==> src/rtl/status_led_ctrl_pkg.sv <==
// -----------------------------------------------------------------------------
// led_ctrl_pkg
// Shared types and helpers for the status LED controller.
//   led_mode_e : per-channel LED mode encoding (2 bits per channel)
//   cnt_width  : bit width needed to hold the values 0..max_val (minimum 1)
// -----------------------------------------------------------------------------
package led_ctrl_pkg;

  typedef enum logic [1:0] {
    LED_OFF   = 2'd0,
    LED_ON    = 2'd1,
    LED_BLINK = 2'd2,
    LED_ACT   = 2'd3
  } led_mode_e;

  // Width of a counter that must represent 0..max_val inclusive.
  function automatic int unsigned cnt_width(input int unsigned max_val);
    int unsigned w;
    w = $clog2(max_val + 32'd1);
    if (w < 32'd1) begin
      w = 32'd1;
    end else begin
      w = w;
    end
    return w;
  endfunction

endpackage

==> src/rtl/status_led_ctrl_stretch.sv <==
// -----------------------------------------------------------------------------
// led_stretch
// One LED channel: retriggerable activity stretch counter, mode mux and the
// registered (optionally inverted) LED drive.
//   clk_i, rst_ni : clock, asynchronous active-low reset
//   tick_i        : shared prescaler tick strobe
//   blink_i       : next-state blink phase, so BLINK LEDs switch together
//                   with the registered blink output
//   event_i       : activity pulse, level-sampled every cycle
//   mode_i        : channel mode (led_mode_e)
//   led_o         : registered LED pin drive
// -----------------------------------------------------------------------------
module led_stretch
  import led_ctrl_pkg::*;
#(
  parameter int unsigned STRETCH_TICKS = 50,
  parameter logic        LED_INV       = 1'b0
) (
  input  logic       clk_i,
  input  logic       rst_ni,
  input  logic       tick_i,
  input  logic       blink_i,
  input  logic       event_i,
  input  logic [1:0] mode_i,
  output logic       led_o
);

  localparam int unsigned   SW       = cnt_width(STRETCH_TICKS);
  localparam logic [SW-1:0] SCNT_MAX = SW'(STRETCH_TICKS);
  localparam logic [SW-1:0] SCNT_ONE = SW'(1'b1);
  localparam logic [SW-1:0] SCNT_ZERO = {SW{1'b0}};

  logic [SW-1:0] scnt_q, scnt_d;
  logic          led_q, led_d;
  logic          logical_s;
  led_mode_e     mode_s;

  assign mode_s = led_mode_e'(mode_i);

  // Stretch counter next state and mode mux; ACTIVITY looks at the updated count.
  always_comb begin
    scnt_d    = scnt_q;
    logical_s = 1'b0;
    // A fresh event always reloads, even when a tick would have decremented.
    if (event_i) begin
      scnt_d = SCNT_MAX;
    end else if (tick_i && (scnt_q != SCNT_ZERO)) begin
      scnt_d = scnt_q - SCNT_ONE;
    end else begin
      scnt_d = scnt_q;
    end
    case (mode_s)
      LED_OFF:   logical_s = 1'b0;
      LED_ON:    logical_s = 1'b1;
      LED_BLINK: logical_s = blink_i;
      LED_ACT:   logical_s = (scnt_d != SCNT_ZERO);
      default:   logical_s = 1'b0;
    endcase
    led_d = logical_s ^ LED_INV;
  end

  // Stretch counter and LED output register; reset drives the off level.
  always_ff @(posedge clk_i or negedge rst_ni) begin
    if (!rst_ni) begin
      scnt_q <= SCNT_ZERO;
      led_q  <= LED_INV;
    end else begin
      scnt_q <= scnt_d;
      led_q  <= led_d;
    end
  end

  assign led_o = led_q;

endmodule

==> src/rtl/status_led_ctrl.sv <==
// -----------------------------------------------------------------------------
// status_led_ctrl
// Board status block: N_CH LED channels (OFF/ON/BLINK/ACTIVITY), a shared tick
// prescaler, a shared blink phase and a delayed reset-release strobe.
//   CLK_i      : system clock
//   aresetn    : asynchronous active-low reset
//   mode_i     : per-channel mode, channel k in bits [2k+1:2k]
//   event_i    : per-channel activity pulses
//   led_o      : registered LED drive, per-channel polarity from LED_INV
//   blink_o    : shared blink phase
//   rst_done_o : sticky high RST_CYCLES edges after reset release
//   tick_o     : one-cycle prescaler tick strobe
// -----------------------------------------------------------------------------
module status_led_ctrl
  import led_ctrl_pkg::*;
#(
  parameter int unsigned     N_CH          = 4,
  parameter int unsigned     TICK_DIV      = 100000,
  parameter int unsigned     BLINK_HALF    = 500,
  parameter int unsigned     STRETCH_TICKS = 50,
  parameter int unsigned     RST_CYCLES    = 256,
  parameter logic [N_CH-1:0] LED_INV       = {N_CH{1'b0}}
) (
  input  logic              CLK_i,
  input  logic              aresetn,
  input  logic [2*N_CH-1:0] mode_i,
  input  logic [N_CH-1:0]   event_i,
  output logic [N_CH-1:0]   led_o,
  output logic              blink_o,
  output logic              rst_done_o,
  output logic              tick_o
);

  localparam int unsigned   TW         = cnt_width(TICK_DIV);
  localparam int unsigned   BW         = cnt_width(BLINK_HALF);
  localparam int unsigned   RW         = cnt_width(RST_CYCLES);
  localparam logic [TW-1:0] TICK_LAST  = TW'(TICK_DIV - 32'd1);
  localparam logic [BW-1:0] BLINK_LAST = BW'(BLINK_HALF - 32'd1);
  localparam logic [RW-1:0] RST_FULL   = RW'(RST_CYCLES);

  logic [TW-1:0] tick_cnt_q, tick_cnt_d;
  logic          tick_q, tick_d;
  logic [BW-1:0] blink_cnt_q, blink_cnt_d;
  logic          blink_q, blink_d;
  logic [RW-1:0] rst_cnt_q, rst_cnt_d;
  logic          rst_done_q, rst_done_d;

  // Prescaler, blink phase and reset-release next-state logic.
  always_comb begin
    tick_cnt_d  = tick_cnt_q;
    tick_d      = 1'b0;
    blink_cnt_d = blink_cnt_q;
    blink_d     = blink_q;
    rst_cnt_d   = rst_cnt_q;
    rst_done_d  = rst_done_q;

    if (tick_cnt_q == TICK_LAST) begin
      tick_cnt_d = {TW{1'b0}};
      tick_d     = 1'b1;
    end else begin
      tick_cnt_d = tick_cnt_q + TW'(1'b1);
      tick_d     = 1'b0;
    end

    // The blink phase flips on the same edge the half-period counter wraps.
    if (tick_q) begin
      if (blink_cnt_q == BLINK_LAST) begin
        blink_cnt_d = {BW{1'b0}};
        blink_d     = ~blink_q;
      end else begin
        blink_cnt_d = blink_cnt_q + BW'(1'b1);
        blink_d     = blink_q;
      end
    end else begin
      blink_cnt_d = blink_cnt_q;
      blink_d     = blink_q;
    end

    // Saturating release counter; done rises on the edge the count arrives.
    if (rst_cnt_q != RST_FULL) begin
      rst_cnt_d = rst_cnt_q + RW'(1'b1);
    end else begin
      rst_cnt_d = rst_cnt_q;
    end
    rst_done_d = rst_done_q | (rst_cnt_d == RST_FULL);
  end

  // Shared timing state registers.
  always_ff @(posedge CLK_i or negedge aresetn) begin
    if (!aresetn) begin
      tick_cnt_q  <= {TW{1'b0}};
      tick_q      <= 1'b0;
      blink_cnt_q <= {BW{1'b0}};
      blink_q     <= 1'b0;
      rst_cnt_q   <= {RW{1'b0}};
      rst_done_q  <= 1'b0;
    end else begin
      tick_cnt_q  <= tick_cnt_d;
      tick_q      <= tick_d;
      blink_cnt_q <= blink_cnt_d;
      blink_q     <= blink_d;
      rst_cnt_q   <= rst_cnt_d;
      rst_done_q  <= rst_done_d;
    end
  end

  for (genvar k = 0; k < N_CH; k++) begin : g_ch
    led_stretch #(
      .STRETCH_TICKS (STRETCH_TICKS),
      .LED_INV       (LED_INV[k])
    ) u_ch (
      .clk_i   (CLK_i),
      .rst_ni  (aresetn),
      .tick_i  (tick_q),
      .blink_i (blink_d),
      .event_i (event_i[k]),
      .mode_i  (mode_i[2*k+1:2*k]),
      .led_o   (led_o[k])
    );
  end

  assign blink_o    = blink_q;
  assign rst_done_o = rst_done_q;
  assign tick_o     = tick_q;

endmodule

==> config.mk <==
export PLATFORM = sky130hd
export DESIGN_NAME = status_led_ctrl
export DESIGN_NICKNAME = d
export VERILOG_FILES = /design/src/rtl/status_led_ctrl_pkg.sv /design/src/rtl/status_led_ctrl_stretch.sv /design/src/rtl/status_led_ctrl.sv
export SDC_FILE = /design/constraint.sdc
export NUM_CORES = 1
export LEC_CHECK = 0
export CAP_MARGIN = 20
export CELL_PAD_IN_SITES_DETAIL_PLACEMENT = 1
export CELL_PAD_IN_SITES_GLOBAL_PLACEMENT = 1
export CORE_ASPECT_RATIO = 1.5
export CORE_UTILIZATION = 40
export DETAILED_ROUTE_END_ITERATION = 7
export HOLD_SLACK_MARGIN = 0.05
export PLACE_DENSITY = 0.82
export SKIP_CTS_REPAIR_TIMING = 1
export SLEW_MARGIN = 20
export SYNTH_ARGS = -nofsm -noshare
export SYNTH_HDL_FRONTEND = slang
export SYNTH_SLANG_ARGS = --single-unit
==> constraint.sdc <==
create_clock -name CLK_i -period 4.8 [get_ports CLK_i]
set_input_delay 0.96 -clock CLK_i [delete_from_list [all_inputs] [get_ports CLK_i]]
set_output_delay 0.96 -clock CLK_i [all_outputs]
set_load 0.1 [all_outputs]
==> impl_metrics.csv, run 1 <==
group,metric,value,unit
synth,synthCells,348,
critical_path,slowest_delay,1.15,ns
placement,gp_congestion,0.796,
critical_path,crit_type,"flop to primary output",
synth,synth.most_common_cell,"dfrtp_1",
drt,vias,2671,
clock_tree,htree_num_levels,3,
critical_path,critical_path_arrival,1.87,ns
critical_path,cp_num_buf_inv,1,
floorplanning,coreArea,8410,um2
power_and_ir_drop,pwr-share-seq,0.461,
power_and_ir_drop,power_frac_clock,0.500,
power_and_ir_drop,switching_share,0.221,
synth,yosysUniqueCellTypes,53,
clock_tree,clkTransAtPathRegs,0.05,ns
final_layout,syn_to_final_growth,16.3,%
synth,dominantRegCellSynth,"dfrtp_1",
sta,fmax,0.353,GHz
synth,synthesis.nets,374,
placement,dp_slack,2.32,ns
sta,timing.final.ws_setup,1.97,ns
floorplanning,die_h,116,um
placement,placed_cell_area,3750,um2
power_and_ir_drop,powerDensity,301,nW/um2
clock_tree,clockBufferDepth,2,
power_and_ir_drop,intPower,0.944,mW
grt,globalRouteTotalUtil,0.201,
sta,grt_setup_unrepaired,"false",
sta,drv_slew,0,
clock_tree,cts_inserted_buffers,9,
critical_path,cp-start-kind,"flop",
power_and_ir_drop,leakagePower,1.66,nW
sta,period_minus_slack,2.83,ns
min_path,min_path_type,"flop to flop",
final_layout,antenna_cells,0,
critical_path,path_cells,"clkdlybuf4s50_1",
floorplanning,std_cell_rows,41,
synth,ys_async_sr_fraction,1.00,
status,status,"finished clean",
power_and_ir_drop,pwr-share-comb,0.038,
power_and_ir_drop,p_sw,0.268,mW
clock_tree,cts.sinks,66,
synth,yosysSeqAreaShare,0.477,
grt,grt_overflow,0,
synth,synthTopCellsByCount,"66 x dfrtp_1, 40 x nor2_1, 28 x nand2_1",
final_layout,drive_gt1_frac,0.0928,
drt,drtIter0Drc,126,
sta,timing.final.crit_share,0.590,
sta,setup-tns-final,0,ns
sta,whs,0.464,ns
power_and_ir_drop,power,1.21,mW
grt,antenna_found_initial,0,
critical_path,crit_slowest_cell,"clkdlybuf4s50_1",
synth,synth-seq-cells,66,
floorplanning,initial_core_util,0.411,
job,drv_cap,0,
synth,synth_enable_flop_cells,0,
sta,final_hold_viol_count,0,
grt,grt_pass1_vias,2965,
synth,netlist.area_leader.share,0.477,
power_and_ir_drop,ir_worst_vdd,0.206,mV
critical_path,critPathCaptureType,"primary output",
critical_path,critPathRequiredTime,3.84,ns
clock_tree,clk_latency,0.34,ns
drt,routed_via_density,5.52,
final_layout,post-route-cell-area,4020,um2
critical_path,rrSetupSlack,2.63,ns
synth,yosys_warnings,0,
synth,postSynthAreaPerCell,9.94,um2
drt,drc,0,
grt,grt_pass1_wl,14000,um
synth,synth.area.top_cells,"dfrtp_1 48%, xor2_1 4.6%, ha_1 4.3%",
critical_path,crit_fanout,2,
sta,slew_headroom,0.357,
clock_tree,cts_root_buf,"clkbuf_16",
floorplanning,die_w,77.9,um
sta,setup_viol,0,
placement,port_buffers,20,
floorplanning,num_io_pins,21,
drt,drt-total-wl,8020,um
placement,detailed_place_hpwl,5590,um
grt,grt_max_degree,35,
drt,antenna_left,0,
sta,clock_skew,0.00688,ns
drt,wire_per_inst,16.6,um
sta,tightest_slew,0.962,ns
floorplanning,die-area,9030,um2
final_layout,final_nets,399,
critical_path,crit_family,"buffers and inverters",
clock_tree,tritoncts,"done",
synth,syn_area,3460,um2
synth,yosys.area.top_type,"dfrtp_1",
drt,drt-pass1-iter-count,4,
power by group through the flow:
stage / clock, mW / sequential, mW / combinational (mW)
finish: 0.606 / 0.559 / 0.0466
global route: 0.644 / 0.559 / 0.0504
CTS: 0.622 / 0.559 / 0.0476
detailed placement: 0 / 0.569 / 0.0474
global placement: 0 / 0.569 / 0.0468
floorplan: 0 / 0.569 / 0.0188
layout make-up:
| class | count | area, um2 |
|---|---|---|
| Clock inverter | 3 | 15.0 |
| Timing Repair Buffer | 22 | 210 |
| Sequential cell | 66 | 1650 |
| Tap cell | 107 | 134 |
| Inverter | 17 | 63.8 |
| Clock buffer | 12 | 256 |
| Multi-Input combinational cell | 257 | 1690 |
| Fill cell | 963 | 4390 |
kinds of logic after synthesis:
logic type                 count (synthesis)  synth area share
buffers and inverters                     25            0.0336
adders and majority gates                 12            0.0434
DFF                                       66             0.477
muxes                                      1           0.00325
and+or+nand+nor                          150             0.240
xor gates and xnor gates                  36            0.0933
AOI/OAI and AO/OA                         58             0.109
path summary, 6_finish.rpt:
kind	cells past startpoint	end	start
worst max-delay path	1	blink_o	blink_o$_DFF_PN0_
worst min-delay path	1	rst_done_o$_DFF_PN0_	rst_done_o$_DFF_PN0_
worst max register to register	6	g_ch[3].u_ch.scnt_q[1]$_DFF_PN0_	g_ch[3].u_ch.scnt_q[0]$_DFF_PN0_
worst min register to register	1	rst_done_o$_DFF_PN0_	rst_done_o$_DFF_PN0_
max in group asynchronous	2	g_ch[2].u_ch.led_o$_DFF_PN0_	aresetn
min in group asynchronous	1	g_ch[0].u_ch.scnt_q[4]$_DFF_PN0_	aresetn
flip-flops by register name, indices dropped and copies added, names as in the netlist:
register,count
blink_cnt_q,9
blink_o,1
g_ch.u_ch.led_o,4
g_ch.u_ch.scnt_q,24
rst_cnt_q,9
rst_done_o,1
tick_cnt_q,17
tick_o,1
stage by stage:
step	util	cells
after CTS	0.478	484
final	0.478	484
after detailed placement	0.446	469
after global routing	0.478	484
after floorplan	-	348
after global placement	0.446	469
metal layers:
layer | routed length (um) | track usage | share of wire | up-vias
met5 | 0 | 0 | 0 | -
li1 | - | - | - | 1271
met2 | 4250 | 0.356 | 0.53 | 39
met3 | 213 | 0.0520 | 0.027 | 20
met4 | 233 | 0.114 | 0.029 | 0
met1 | 3330 | 0.219 | 0.41 | 1341
cell usage in the layout, fill, tap and decap left out, drive strengths merged, types with 2 or more instances in the layout:
cell,Yosys,layout
a211o,4,4
or2,2,2
nand3b,2,2
clkinv,0,3
nor3,14,14
ha,12,12
clkbuf,3,12
a21oi,15,15
or4,2,2
nand3,17,17
dfrtp,66,66
nand2,28,28
o211ai,2,2
clkdlybuf4s50,0,19
o21ai,16,16
or3b,4,4
nor2,40,40
nand2b,7,7
nor2b,2,2
o31ai,5,5
xnor2,17,17
buf,5,3
nor4,2,2
or3,5,5
and4,3,3
nor4b,3,3
nand4,12,12
o2111ai,2,2
xor2,19,19
and3,3,3
a31oi,6,6
inv,17,17
Note: power is estimated with default switching activity, not from simulation.
==> run 2, diff against run 1 <==
--- a/config.mk
+++ b/config.mk
@@ -12,7 +12,7 @@
 export CORE_UTILIZATION = 40
 export DETAILED_ROUTE_END_ITERATION = 7
 export HOLD_SLACK_MARGIN = 0.05
-export PLACE_DENSITY = 0.82
+export PLACE_DENSITY = 0.84
 export SKIP_CTS_REPAIR_TIMING = 1
 export SLEW_MARGIN = 20
 export SYNTH_ARGS = -nofsm -noshare
==> constraint.sdc (replaced) <==
create_clock -name CLK_i -period 2.5 [get_ports CLK_i]
set_input_delay 0.5 -clock CLK_i [delete_from_list [all_inputs] [get_ports CLK_i]]
set_output_delay 0.5 -clock CLK_i [all_outputs]
set_load 0.1 [all_outputs]
==> run 2 against run 1 <==
Critical path depth is 5 higher. Setup slack worse by 1.6 ns. Core utilization is 0.39 points higher. First-iteration DRC count is 11% lower. Non-clock buffer count is 3 higher. Clock power is 96% higher. Sequential power is 91% higher. Clock skew is 0.0010 ns lower. Wire length is 0.15% higher. Sequential share of layout area is 0.33 points lower. Via count is 0.19% higher.
==> impl_metrics.csv, run 2 (same netlist as run 1, synthesis figures left out) <==
group,metric,value,unit
critical_path,crit_fanout,5,
sta,drv_slew,0,
grt,grt_pass1_wl,13600,um
drt,vias,2676,
grt,globalRouteTotalUtil,0.200,
floorplanning,initial_core_util,0.411,
status,status,"finished clean",
drt,drt-pass1-iter-count,4,
drt,wire_per_inst,16.5,um
sta,clock_skew,0.00588,ns
final_layout,layout_commonest_cell,"dfrtp_1",
sta,tightest_slew,0.476,ns
critical_path,critPathRequiredTime,2.71,ns
sta,grt_setup_unrepaired,"false",
final_layout,largest_reg_flops,24,
placement,dp_slack,0.356,ns
critical_path,critical_path_arrival,2.35,ns
sta,setup-tns-final,0,ns
clock_tree,cts.sinks,66,
critical_path,r2r-start,"g_ch[3].u_ch.scnt_q[0]$_DFF_PN0_",
grt,grt_overflow,0,
drt,antenna_left,0,
final_layout,reg_top3,"g_ch.u_ch.scnt_q (24), tick_cnt_q (17)",
clock_tree,clockBufferDepth,2,
sta,final_hold_viol_count,0,
final_layout,layoutNonFillerInstCount,486,
floorplanning,die-area,9030,um2
grt,grt_pass1_vias,2933,
sta,timing.final.ws_setup,0.368,ns
critical_path,rrSetupSlack,0.37,ns
clock_tree,clk_latency,0.34,ns
job,drv_cap,0,
placement,placed_cells,472,
sta,timing.final.crit_share,0.853,
final_layout,n_fill_cell,951,
final_layout,layout_common_cells,"66 x dfrtp_1, 40 x nor2_1, 28 x nand2_1",
critical_path,crit_start,"g_ch[3].u_ch.scnt_q[0]$_DFF_PN0_",
floorplanning,coreArea,8410,um2
clock_tree,tritoncts,"done",
placement,detailed_place_hpwl,5730,um
power_and_ir_drop,ir_worst_vdd,0.424,mV
clock_tree,clkTransAtPathRegs,0.05,ns
clock_tree,cts_inserted_buffers,9,
clock_tree,htree_num_levels,3,
sta,slew_headroom,0.680,
clock_tree,cts_root_buf,"clkbuf_16",
floorplanning,die_w,77.9,um
final_layout,final_nets,402,
sta,period_minus_slack,2.13,ns
critical_path,crit_type,"flop to flop",
floorplanning,std_cell_rows,41,
min_path,min_path_type,"primary input to asynchronous set/reset pin",
floorplanning,num_io_pins,21,
critical_path,cp-start-kind,"flop",
sta,setup_viol,0,
sta,fmax,0.469,GHz
placement,port_buffers,20,
drt,drc,0,
final_layout,antenna_cells,0,
drt,drt-total-wl,8030,um
final_layout,syn_to_final_growth,17.2,%
placement,gp_congestion,0.791,
power_and_ir_drop,powerDensity,580,nW/um2
final_layout,drive_gt1_frac,0.116,
drt,routed_via_density,5.51,
grt,grt_max_degree,54,
critical_path,critPathCaptureType,"flop",
power_and_ir_drop,leakagePower,1.69,nW
critical_path,ff2ff_path_depth,6,
final_layout,top_register,"g_ch.u_ch.scnt_q",
critical_path,endpoint,"g_ch[3].u_ch.scnt_q[1]$_DFF_PN0_",
floorplanning,die_h,116,um
critical_path,reg2reg_to,"g_ch[3].u_ch.scnt_q[1]$_DFF_PN0_",
grt,antenna_found_initial,0,
drt,drtIter0Drc,112,
[run 2: changes by cell type in the layout (fill, tap and decap cells not counted)]
cell,change
bufinv_16,+1
clkbuf_8,-2
buf_4,+8
clkdlybuf4s50_1,-7
buf_12,+2
[run 2: stage by stage]
stage | hold WS, ns | util | instance area, um2 | total power [mW]
3_5_place_dp | 0.428 | 0.449 | 3780 | 1.18
4_1_cts | 0.0668 | 0.482 | 4060 | 2.39
2_1_floorplan | 0.204 | - | 3460 | 1.13
3_3_place_gp | 0.425 | 0.449 | 3780 | 1.18
5_1_grt | 0.0891 | 0.482 | 4060 | 2.44
6_report | 0.0603 | 0.482 | 4060 | 2.35
[run 2: layout make-up]
type,instances,area (um2),share of cell area
sequential,66,1650,0.407
multi-input combinational,257,1690,0.417
inverter,17,63.8,0.0157
clock inverter,4,45.0,0.0111
tap,107,134,0.0330
timing repair buffer,25,240,0.0592
clock buffer,10,229,0.0565
[run 2: critical path, stage by stage (launching register included)]
cell	delay, ns
dfrtp_1	0.40
inv_1	0.15
ha_1	0.25
or3b_2	0.50
o31ai_2	0.37
nor2_1	0.08
a211o_1	0.27
[run 2: worst min-delay path by stage]
stage                                                  end  slack (ns)  cells after the start
after CTS                 g_ch[1].u_ch.scnt_q[1]$_DFF_PN0_        0.07                      1
after global routing      g_ch[0].u_ch.scnt_q[5]$_DFF_PN0_        0.09                      1
after global placement    g_ch[0].u_ch.scnt_q[5]$_DFF_PN0_        0.43                      1
after floorplan                 blink_cnt_q[0]$_DFFE_PN0P_        0.20                      0
after detailed placement  g_ch[0].u_ch.scnt_q[5]$_DFF_PN0_        0.43                      1
final                     g_ch[0].u_ch.scnt_q[5]$_DFF_PN0_        0.06                      1
[run 2: per-layer routing]
metal,global-route usage,up-vias,share of wire
met5,0,-,0
met4,0.116,0,0.030
met3,0.0378,19,0.019
met2,0.381,30,0.56
met1,0.200,1344,0.39
li1,-,1283,-
[run 2: power by group]
group	internal (mW)	switching, mW	leakage, nW
logic	0.0278	0.0621	0.733
clock network	0.754	0.436	0.138
registers	1.07	0.00114	0.821
total	1.85	0.499	1.69
==> run 3, diff against run 2 <==
--- a/config.mk
+++ b/config.mk
@@ -5,7 +5,6 @@
 export SDC_FILE = /design/constraint.sdc
 export NUM_CORES = 1
 export LEC_CHECK = 0
-export CAP_MARGIN = 20
 export CELL_PAD_IN_SITES_DETAIL_PLACEMENT = 1
 export CELL_PAD_IN_SITES_GLOBAL_PLACEMENT = 1
 export CORE_ASPECT_RATIO = 1.5
==> results of run 3 <==
The final DEF is identical to that of run 2; final timing and power are the same.
